===== src/rtl/serial_work_initiator_if.sv =====
// Command, UART byte-stream and outcome signals between a controller and serial_work_initiator.
// slave is the initiator's view; master is the controller/UART side.
interface serial_work_initiator_if;
  logic         cmd_valid;
  logic         cmd_ready;
  logic [7:0]   cmd_type;
  logic [639:0] cmd_data;
  logic [7:0]   tx_data;
  logic         new_tx_data;
  logic         tx_busy;
  logic [7:0]   rx_data;
  logic         new_rx_data;
  logic         cmd_done;
  logic [2:0]   cmd_status;
  logic [31:0]  info_data;
  logic         result_valid;
  logic [31:0]  result_data;

  modport slave (
    input  cmd_valid, cmd_type, cmd_data, tx_busy, rx_data, new_rx_data,
    output cmd_ready, tx_data, new_tx_data, cmd_done, cmd_status, info_data,
           result_valid, result_data
  );

  modport master (
    output cmd_valid, cmd_type, cmd_data, tx_busy, rx_data, new_rx_data,
    input  cmd_ready, tx_data, new_tx_data, cmd_done, cmd_status, info_data,
           result_valid, result_data
  );
endinterface


===== src/rtl/serial_work_initiator.sv =====
// Serialises one [type][len][value] command frame to a UART tx and reports the reply outcome.
// Latency: byte strobe one cycle after SEND sees !tx_busy; outcomes one cycle after the final rx byte.
// Backpressure: cmd_ready only in IDLE; tx_busy stalls SEND. SERIAL_INIT_RETRY_EN enables timeout retries.
module serial_work_initiator #(
  parameter int unsigned TIMEOUT_CYCLES = 50000000,
  parameter int unsigned MAX_RETRIES    = 2
) (
  input  logic                   clk,
  input  logic                   rst,
  serial_work_initiator_if.slave bus
);

  localparam logic [7:0]  T_ACK       = 8'd2;
  localparam logic [7:0]  T_NACK      = 8'd4;
  localparam logic [7:0]  T_INFO      = 8'd18;
  localparam logic [7:0]  T_NEW_WORK  = 8'd19;
  localparam logic [7:0]  T_TEST_WORK = 8'd21;
  localparam logic [7:0]  T_RESULT    = 8'd32;
  localparam logic [7:0]  T_ERROR     = 8'd254;

  localparam logic [2:0]  ST_ACK      = 3'd0;
  localparam logic [2:0]  ST_NACK     = 3'd1;
  localparam logic [2:0]  ST_ERROR    = 3'd2;
  localparam logic [2:0]  ST_INFO     = 3'd3;
  localparam logic [2:0]  ST_TIMEOUT  = 3'd4;
  localparam logic [2:0]  ST_UNEXP    = 3'd5;

  localparam logic [31:0] TIMEOUT_LAST = 32'(TIMEOUT_CYCLES - 1);

  typedef enum logic [1:0] {TX_IDLE, TX_SEND, TX_GAP, TX_WAIT} tx_state_t;
  typedef enum logic [1:0] {RX_TYPE, RX_LEN, RX_VALUE} rx_state_t;

  tx_state_t    tx_state, tx_state_nxt;
  rx_state_t    rx_state, rx_state_nxt;

  logic [7:0]   type_q;
  logic [6:0]   len_q;
  logic [639:0] data_q;
  logic [6:0]   byte_idx;
  logic [31:0]  timer;
  logic [7:0]   tx_data_q;
  logic         new_tx_q;

  logic [7:0]   rx_type_q;
  logic [7:0]   rx_len_q;
  logic [7:0]   rx_cnt_q;
  logic [31:0]  rx_val_q;

  logic         cmd_done_q;
  logic [2:0]   cmd_status_q;
  logic [31:0]  info_q;
  logic         result_valid_q;
  logic [31:0]  result_q;

  logic         accept;
  logic         strobe;
  logic         last_byte;
  logic         expire;
  logic         retry;
  logic         frame_done;
  logic         reply_done;
  logic         timeout_fire;
  logic [7:0]   tx_byte;
  logic [7:0]   done_type;
  logic [31:0]  val_merge;
  logic [31:0]  done_val;
  logic [2:0]   reply_status;
  logic [9:0]   pay_bit;

  assign accept       = (tx_state == TX_IDLE) && bus.cmd_valid && !rst;
  assign strobe       = (tx_state == TX_SEND) && !bus.tx_busy;
  assign last_byte    = (byte_idx == len_q + 7'd1);
  assign expire       = (timer == TIMEOUT_LAST);
  assign reply_done   = frame_done && (done_type != T_RESULT) && (tx_state == TX_WAIT);
  assign timeout_fire = (tx_state == TX_WAIT) && expire && !reply_done;

`ifdef SERIAL_INIT_RETRY_EN
  localparam int RETRY_W = $clog2(MAX_RETRIES + 2);
  logic [RETRY_W-1:0] retry_cnt;

  assign retry = (retry_cnt < RETRY_W'(MAX_RETRIES));

  always_ff @(posedge clk) begin
    if (rst) begin
      retry_cnt <= '0;
    end else if (accept) begin
      retry_cnt <= '0;
    end else if (timeout_fire && retry) begin
      retry_cnt <= retry_cnt + 1'b1;
    end
  end
`else
  logic unused_max_retries;
  assign unused_max_retries = (MAX_RETRIES != 0);
  assign retry = 1'b0;
`endif

  // Byte 0 is the type, byte 1 the length, then payload bytes 0..len-1.
  assign pay_bit = {byte_idx - 7'd2, 3'b000};

  always_comb begin
    case (byte_idx)
      7'd0:    tx_byte = type_q;
      7'd1:    tx_byte = {1'b0, len_q};
      default: tx_byte = data_q[pay_bit +: 8];
    endcase
  end

  always_comb begin
    tx_state_nxt = tx_state;
    case (tx_state)
      TX_IDLE: if (bus.cmd_valid) tx_state_nxt = TX_SEND;
      TX_SEND: if (!bus.tx_busy) tx_state_nxt = TX_GAP;
      TX_GAP:  tx_state_nxt = last_byte ? TX_WAIT : TX_SEND;
      TX_WAIT: begin
        if (reply_done) begin
          tx_state_nxt = TX_IDLE;
        end else if (expire) begin
          tx_state_nxt = retry ? TX_SEND : TX_IDLE;
        end
      end
      default: tx_state_nxt = TX_IDLE;
    endcase
  end

  // Only the first four value bytes are kept; missing ones stay zero from the TYPE clear.
  always_comb begin
    val_merge = rx_val_q;
    if (rx_cnt_q < 8'd4) begin
      val_merge[{rx_cnt_q[1:0], 3'b000} +: 8] = bus.rx_data;
    end
  end

  always_comb begin
    rx_state_nxt = rx_state;
    frame_done   = 1'b0;
    done_type    = rx_type_q;
    done_val     = rx_val_q;
    if (bus.new_rx_data) begin
      case (rx_state)
        RX_TYPE: rx_state_nxt = RX_LEN;
        RX_LEN: begin
          if (bus.rx_data == 8'd0) begin
            frame_done   = 1'b1;
            rx_state_nxt = RX_TYPE;
          end else begin
            rx_state_nxt = RX_VALUE;
          end
        end
        RX_VALUE: begin
          done_val = val_merge;
          if (rx_cnt_q == rx_len_q - 8'd1) begin
            frame_done   = 1'b1;
            rx_state_nxt = RX_TYPE;
          end
        end
        default: rx_state_nxt = RX_TYPE;
      endcase
    end
  end

  always_comb begin
    case (done_type)
      T_ACK:   reply_status = ST_ACK;
      T_NACK:  reply_status = ST_NACK;
      T_ERROR: reply_status = ST_ERROR;
      T_INFO:  reply_status = ST_INFO;
      default: reply_status = ST_UNEXP;
    endcase
  end

  // A timeout abandons any partially received frame.
  always_ff @(posedge clk) begin
    if (rst) begin
      tx_state <= TX_IDLE;
      rx_state <= RX_TYPE;
    end else begin
      tx_state <= tx_state_nxt;
      rx_state <= timeout_fire ? RX_TYPE : rx_state_nxt;
    end
  end

  always_ff @(posedge clk) begin
    if (rst) begin
      type_q    <= '0;
      len_q     <= '0;
      data_q    <= '0;
      byte_idx  <= '0;
      timer     <= '0;
      tx_data_q <= '0;
      new_tx_q  <= 1'b0;
    end else begin
      new_tx_q <= strobe;
      if (accept) begin
        type_q   <= bus.cmd_type;
        len_q    <= (bus.cmd_type == T_NEW_WORK || bus.cmd_type == T_TEST_WORK) ? 7'd80 : 7'd0;
        data_q   <= bus.cmd_data;
        byte_idx <= '0;
      end
      if (strobe) begin
        tx_data_q <= tx_byte;
      end
      if (tx_state == TX_GAP) begin
        if (last_byte) begin
          timer <= '0;
        end else begin
          byte_idx <= byte_idx + 7'd1;
        end
      end
      if (tx_state == TX_WAIT) begin
        timer <= timer + 32'd1;
      end
      if (timeout_fire && retry) begin
        byte_idx <= '0;
      end
    end
  end

  always_ff @(posedge clk) begin
    if (rst) begin
      rx_type_q <= '0;
      rx_len_q  <= '0;
      rx_cnt_q  <= '0;
      rx_val_q  <= '0;
    end else if (bus.new_rx_data) begin
      case (rx_state)
        RX_TYPE: begin
          rx_type_q <= bus.rx_data;
          rx_val_q  <= '0;
        end
        RX_LEN: begin
          rx_len_q <= bus.rx_data;
          rx_cnt_q <= '0;
        end
        RX_VALUE: begin
          rx_val_q <= val_merge;
          rx_cnt_q <= rx_cnt_q + 8'd1;
        end
        default: ;
      endcase
    end
  end

  // A reply completing in the expiry cycle takes priority over the timeout.
  always_ff @(posedge clk) begin
    if (rst) begin
      cmd_done_q     <= 1'b0;
      cmd_status_q   <= '0;
      info_q         <= '0;
      result_valid_q <= 1'b0;
      result_q       <= '0;
    end else begin
      cmd_done_q     <= 1'b0;
      result_valid_q <= 1'b0;
      if (reply_done) begin
        cmd_done_q   <= 1'b1;
        cmd_status_q <= reply_status;
        if (done_type == T_INFO) begin
          info_q <= done_val;
        end
      end else if (timeout_fire && !retry) begin
        cmd_done_q   <= 1'b1;
        cmd_status_q <= ST_TIMEOUT;
      end
      if (frame_done && done_type == T_RESULT) begin
        result_valid_q <= 1'b1;
        result_q       <= done_val;
      end
    end
  end

  assign bus.cmd_ready    = (tx_state == TX_IDLE) && !rst;
  assign bus.tx_data      = tx_data_q;
  assign bus.new_tx_data  = new_tx_q;
  assign bus.cmd_done     = cmd_done_q;
  assign bus.cmd_status   = cmd_status_q;
  assign bus.info_data    = info_q;
  assign bus.result_valid = result_valid_q;
  assign bus.result_data  = result_q;

endmodule


===== src/flat_wrapper.sv =====
// flat-port wrapper written by rule: the top's interface ports become plain ports
module serial_work_initiator_flat 
#(
  parameter int unsigned TIMEOUT_CYCLES = 50000000,
  parameter int unsigned MAX_RETRIES    = 2
)
  (clk, rst, bus_cmd_valid, bus_cmd_type, bus_cmd_data, bus_tx_busy, bus_rx_data, bus_new_rx_data, bus_cmd_ready, bus_tx_data, bus_new_tx_data, bus_cmd_done, bus_cmd_status, bus_info_data, bus_result_valid, bus_result_data);
  serial_work_initiator_if bus_i ();
  input  logic clk;
  input  logic rst;
  input wire logic [$bits(bus_i.cmd_valid)-1:0] bus_cmd_valid;
  input wire logic [$bits(bus_i.cmd_type)-1:0] bus_cmd_type;
  input wire logic [$bits(bus_i.cmd_data)-1:0] bus_cmd_data;
  input wire logic [$bits(bus_i.tx_busy)-1:0] bus_tx_busy;
  input wire logic [$bits(bus_i.rx_data)-1:0] bus_rx_data;
  input wire logic [$bits(bus_i.new_rx_data)-1:0] bus_new_rx_data;
  output wire logic [$bits(bus_i.cmd_ready)-1:0] bus_cmd_ready;
  output wire logic [$bits(bus_i.tx_data)-1:0] bus_tx_data;
  output wire logic [$bits(bus_i.new_tx_data)-1:0] bus_new_tx_data;
  output wire logic [$bits(bus_i.cmd_done)-1:0] bus_cmd_done;
  output wire logic [$bits(bus_i.cmd_status)-1:0] bus_cmd_status;
  output wire logic [$bits(bus_i.info_data)-1:0] bus_info_data;
  output wire logic [$bits(bus_i.result_valid)-1:0] bus_result_valid;
  output wire logic [$bits(bus_i.result_data)-1:0] bus_result_data;
  assign bus_i.cmd_valid = bus_cmd_valid;
  assign bus_i.cmd_type = bus_cmd_type;
  assign bus_i.cmd_data = bus_cmd_data;
  assign bus_i.tx_busy = bus_tx_busy;
  assign bus_i.rx_data = bus_rx_data;
  assign bus_i.new_rx_data = bus_new_rx_data;
  assign bus_cmd_ready = bus_i.cmd_ready;
  assign bus_tx_data = bus_i.tx_data;
  assign bus_new_tx_data = bus_i.new_tx_data;
  assign bus_cmd_done = bus_i.cmd_done;
  assign bus_cmd_status = bus_i.cmd_status;
  assign bus_info_data = bus_i.info_data;
  assign bus_result_valid = bus_i.result_valid;
  assign bus_result_data = bus_i.result_data;
  serial_work_initiator #(.TIMEOUT_CYCLES(TIMEOUT_CYCLES), .MAX_RETRIES(MAX_RETRIES)) u_core (.clk(clk), .rst(rst), .bus(bus_i));
endmodule

===== config.mk =====
export PLATFORM = sky130hd
export DESIGN_NAME = serial_work_initiator_flat
export DESIGN_NICKNAME = d
export VERILOG_FILES = /design/src/rtl/serial_work_initiator_if.sv /design/src/rtl/serial_work_initiator.sv /design/src/flat_wrapper.sv
export SDC_FILE = /design/constraint.sdc
export NUM_CORES = 2
export LEC_CHECK = 0
export BUFFER_PORTS_ARGS = -buffer_cell sky130_fd_sc_hd__buf_2
export CORE_AREA = 2 2 291 293
export CTS_BUF_LIST = sky130_fd_sc_hd__clkbuf_8
export DETAILED_ROUTE_END_ITERATION = 6
export DIE_AREA = 0 0 293 295
export PLACE_DENSITY = 0.65
export SYNTH_ARGS = -nofsm -noshare
export SYNTH_HDL_FRONTEND = slang
export SYNTH_SLANG_ARGS = --single-unit

===== constraint.sdc =====
create_clock -name clk -period 6.9 [get_ports clk]
set_input_delay 0.69 -clock clk [delete_from_list [all_inputs] [get_ports clk]]
set_output_delay 0.69 -clock clk [all_outputs]
set_load 0.03 [all_outputs]

==> flow_summary_export.csv <==
group,metric,value,unit
outcome,status,"finished clean",
die,die_w,293,µm
clocking,cts_resized,0,
finish,register_area,16500,µm²
synthesis,synth.net_count,4946,
finish,layout-drive-gt1-share,23.4,%
die,num_rows,106,
clocking,cts_buffers,142,
die,die_h,295,µm
routing,num_vias,32890,
critical_path,crit_chain,"inv_2 > ha_4 > clkinv_1 > mux2i_1 > mux2i_1 > a2111oi_0 > a21oi_1 > o211a_1",
timing,setup_ws,2.67,ns
global_route,overflow,0,
synthesis,synthFlopType,"dfxtp_1",
routing,postRouteWirelength,127,mm
timing,fin_crit,4.23,ns
global_route,antenna_found_initial,24,
die,io_pins,740,
place,place_congestion,0.907,
timing,slew_headroom,24.6,%
critical_path,cp_common_cell,"mux2i_1",
synthesis,syn_inst,4269,
power,power_density,257,nW/µm²
critical_path,crit_type,"reg -> reg",
finish,n_fill_cell,7980,
place,dp_hpwl,92.6,mm
place,pre_cts_ws,2.73,ns
timing,setup_tns,0,ns
synthesis,ys_warn_count,0,
finish,fin_nets,5521,
synthesis,postSynthAreaPerCell,8.41,µm²
timing,finalHoldViolCount,0,
timing,fin_worst_skew,0.0631,ns
critical_path,critical_path.max_fanout,32,
critical_path,startpoint,"u_core.byte_idx[1]",
synthesis,yosysMostFrequentCell,"nand2_1",
synthesis,synthTopCellsByCount,"nand2_1 (1,481), dfxtp_1 (826), o21ai_0 (688)",
synthesis,yosysTopAreaCell,"dfxtp_1",
critical_path,endpoint_kind,"register",
routing,route.detailed.drc,0,
routing,initialDrtViolationCount,3134,
global_route,grt_max_degree,243,
clocking,clockBufferDepth,3,
synthesis,ys_seq_elements,826,
critical_path,rr_worst_depth,8,
global_route,grt_pass1_wl,185,mm
timing,fmax,236,MHz
clocking,cts.sink_count,826,
clocking,cts-root-buf,"clkbuf_8",
min_path,holdCritPathClass,"in -> reg",
synthesis,yosys-top-cells-area,"dfxtp_1 (46%), nand2_1 (15%), o21ai_0 (9.6%)",
synthesis,syn_area,35900,µm²
critical_path,r2r_start,"u_core.byte_idx[1]",
global_route,grt_pass1_vias,30312,
timing,tightest_slew,1.13,ns
critical_path,critPathCapture,"u_core.bus.tx_data[0]",
finish,post-route-util,51.6,%
die,core,83200,µm²
clocking,path_clk_slew,0.07,ns
clocking,cts_hold_buf,0,
routing,wl_per_cell,21.0,µm
die,start_util,43.2,%
timing,post-route-period-util,61.3,%
synthesis,synth-edff-count,0,
finish,multi_input_area,18000,µm²
critical_path,required,7.57,ns
flow_run,maxCapViolCount,0,
die,die-area,86400,µm²
clocking,clock_latency,0.82,ns
synthesis,synthDistinctLibCells,77,
routing,antenna_left,0,
place,io_buffers,739,
critical_path,arrival,4.90,ns
power,ir_worst_vdd,141,µV
finish,area_delta_synth_final,19.6,%
synthesis,yosysTopAreaCellShare,46.1,%
critical_path,start_kind,"register",
routing,vias_per_cell,5.44,
synthesis,ys_seq_area_share,46.1,%
timing,slew_violations,0,
global_route,grtUsageTotal,28.3,%
critical_path,cpMaxStageDelayCell,"clkinv_1",
timing,setup_viol,0,
critical_path,slowest_delay,0.84,ns
critical_path,rrSetupSlack,2.67,ns
synthesis,synthArstFlopShare,0,%
routing,drtPass1Iterations,6,
clocking,cts_tree,"built",
timing,rsz0062_at_grt,"no",
critical_path,r2r_end,"u_core.bus.tx_data[0]",
clocking,postCtsSetupBuffers,0,
clocking,h-tree-depth,4,
power,p_leak,17.1,nW
-- stage by stage --
stage | hold WS, ns | area [µm²] | std cells | total power [mW]
6_report | 0.0699 | 42900 | 6042 | 11.0
2_1_floorplan | 0.433 | 35900 | 4269 | 6.05
3_3_place_gp | 0.441 | 40000 | 5780 | 6.61
4_1_cts | 0.0108 | 42900 | 6029 | 11.1
5_1_grt | 0.0356 | 42900 | 6036 | 11.5
3_5_place_dp | 0.447 | 40000 | 5780 | 6.62
-- cell families (layout without fill, tap and decap cells) --
group                    after synthesis  after routing  synth area share (%)
AO/OA/AOI/OAI                        980            980                  15.5
XOR/XNOR                              21             21                 0.512
adder cells (fa/ha/maj)               16             16                 0.558
buffers and inverters                366           1046                  4.05
flip-flops                           826            826                  46.1
multiplexers                         289            289                  13.3
other                                  0             13                     0
AND/OR/NAND/NOR                     1771           1771                  20.0
-- registers in the layout (all words and copies together), names as in the netlist --
register                 cells
u_core.bus.result_valid      1
u_core.bus.result_data      32
u_core.bus.info_data        32
u_core.bus.new_tx_data       1
u_core.rx_val_q             32
u_core.done_type             8
u_core.rx_len_q              8
u_core.bus.cmd_done          1
u_core.data_q              640
u_core.bus.cmd_status        3
u_core.type_q                8
u_core.len_q                 1
u_core.tx_state              2
u_core.rx_cnt_q              8
u_core.bus.tx_data           8
u_core.timer                32
u_core.rx_state              2
u_core.byte_idx              7
-- where the power goes --
part | switching, mW | internal [mW] | total [mW]
Combinational | 0.719 | 0.482 | 1.20
Sequential | 0.224 | 5.11 | 5.34
Clock | 2.12 | 2.38 | 4.49
-- metal layers --
metal  vias up  global-route usage (%)  part of all wire [%]
met1     15576                    36.7                    41
met5         -                       0                 0.088
met2      1220                    46.8                    48
li1      15835                       -                     -
met4        18                    11.5                   3.7
met3       241                    4.93                   6.8
-- critical path, delay by kind of cell, from the launching register on --
family	cells	cell delay, ns
buffers and inverters	2	1.25
AOI/OAI and AO/OA	3	1.17
adders and majority gates	1	0.59
DFF	1	0.58
muxes	2	0.51
-- cell type report --
type                       count  share of cell area (%)
multi-input combinational   3077                    41.8
sequential                   826                    38.5
timing repair buffer         774                    9.50
clock buffer                 170                    5.45
tap                         1080                    3.15
clock inverter                79                    1.22
inverter                      23                   0.219
antenna                       13                  0.0758
-- worst min-delay path by stage --
stage | endpoint | depth (start not counted) | startpoint
6_report | u_core.data_q[76] | 3 | bus_cmd_data[76]
5_1_grt | u_core.data_q[76] | 3 | bus_cmd_data[76]
4_1_cts | u_core.data_q[61] | 3 | bus_cmd_data[61]
3_5_place_dp | u_core.rx_val_q[1] | 2 | u_core.rx_val_q[1]
3_3_place_gp | u_core.data_q[140] | 2 | u_core.data_q[140]
2_1_floorplan | u_core.data_q[0] | 2 | u_core.data_q[0]
-- placed cells by master, fill, tap and decap left out, drive strengths merged, types with 21 or more instances in the layout --
master	count
a21oi	82
inv	83
nor2	88
dfxtp	826
nand3	56
buf	774
o21ai	693
clkbuf	170
mux2	21
mux4	148
nor2b	26
mux2i	120
a22oi	47
nand2	1481
a22o	27
nor3	26
(Power assumes the default switching activity.)
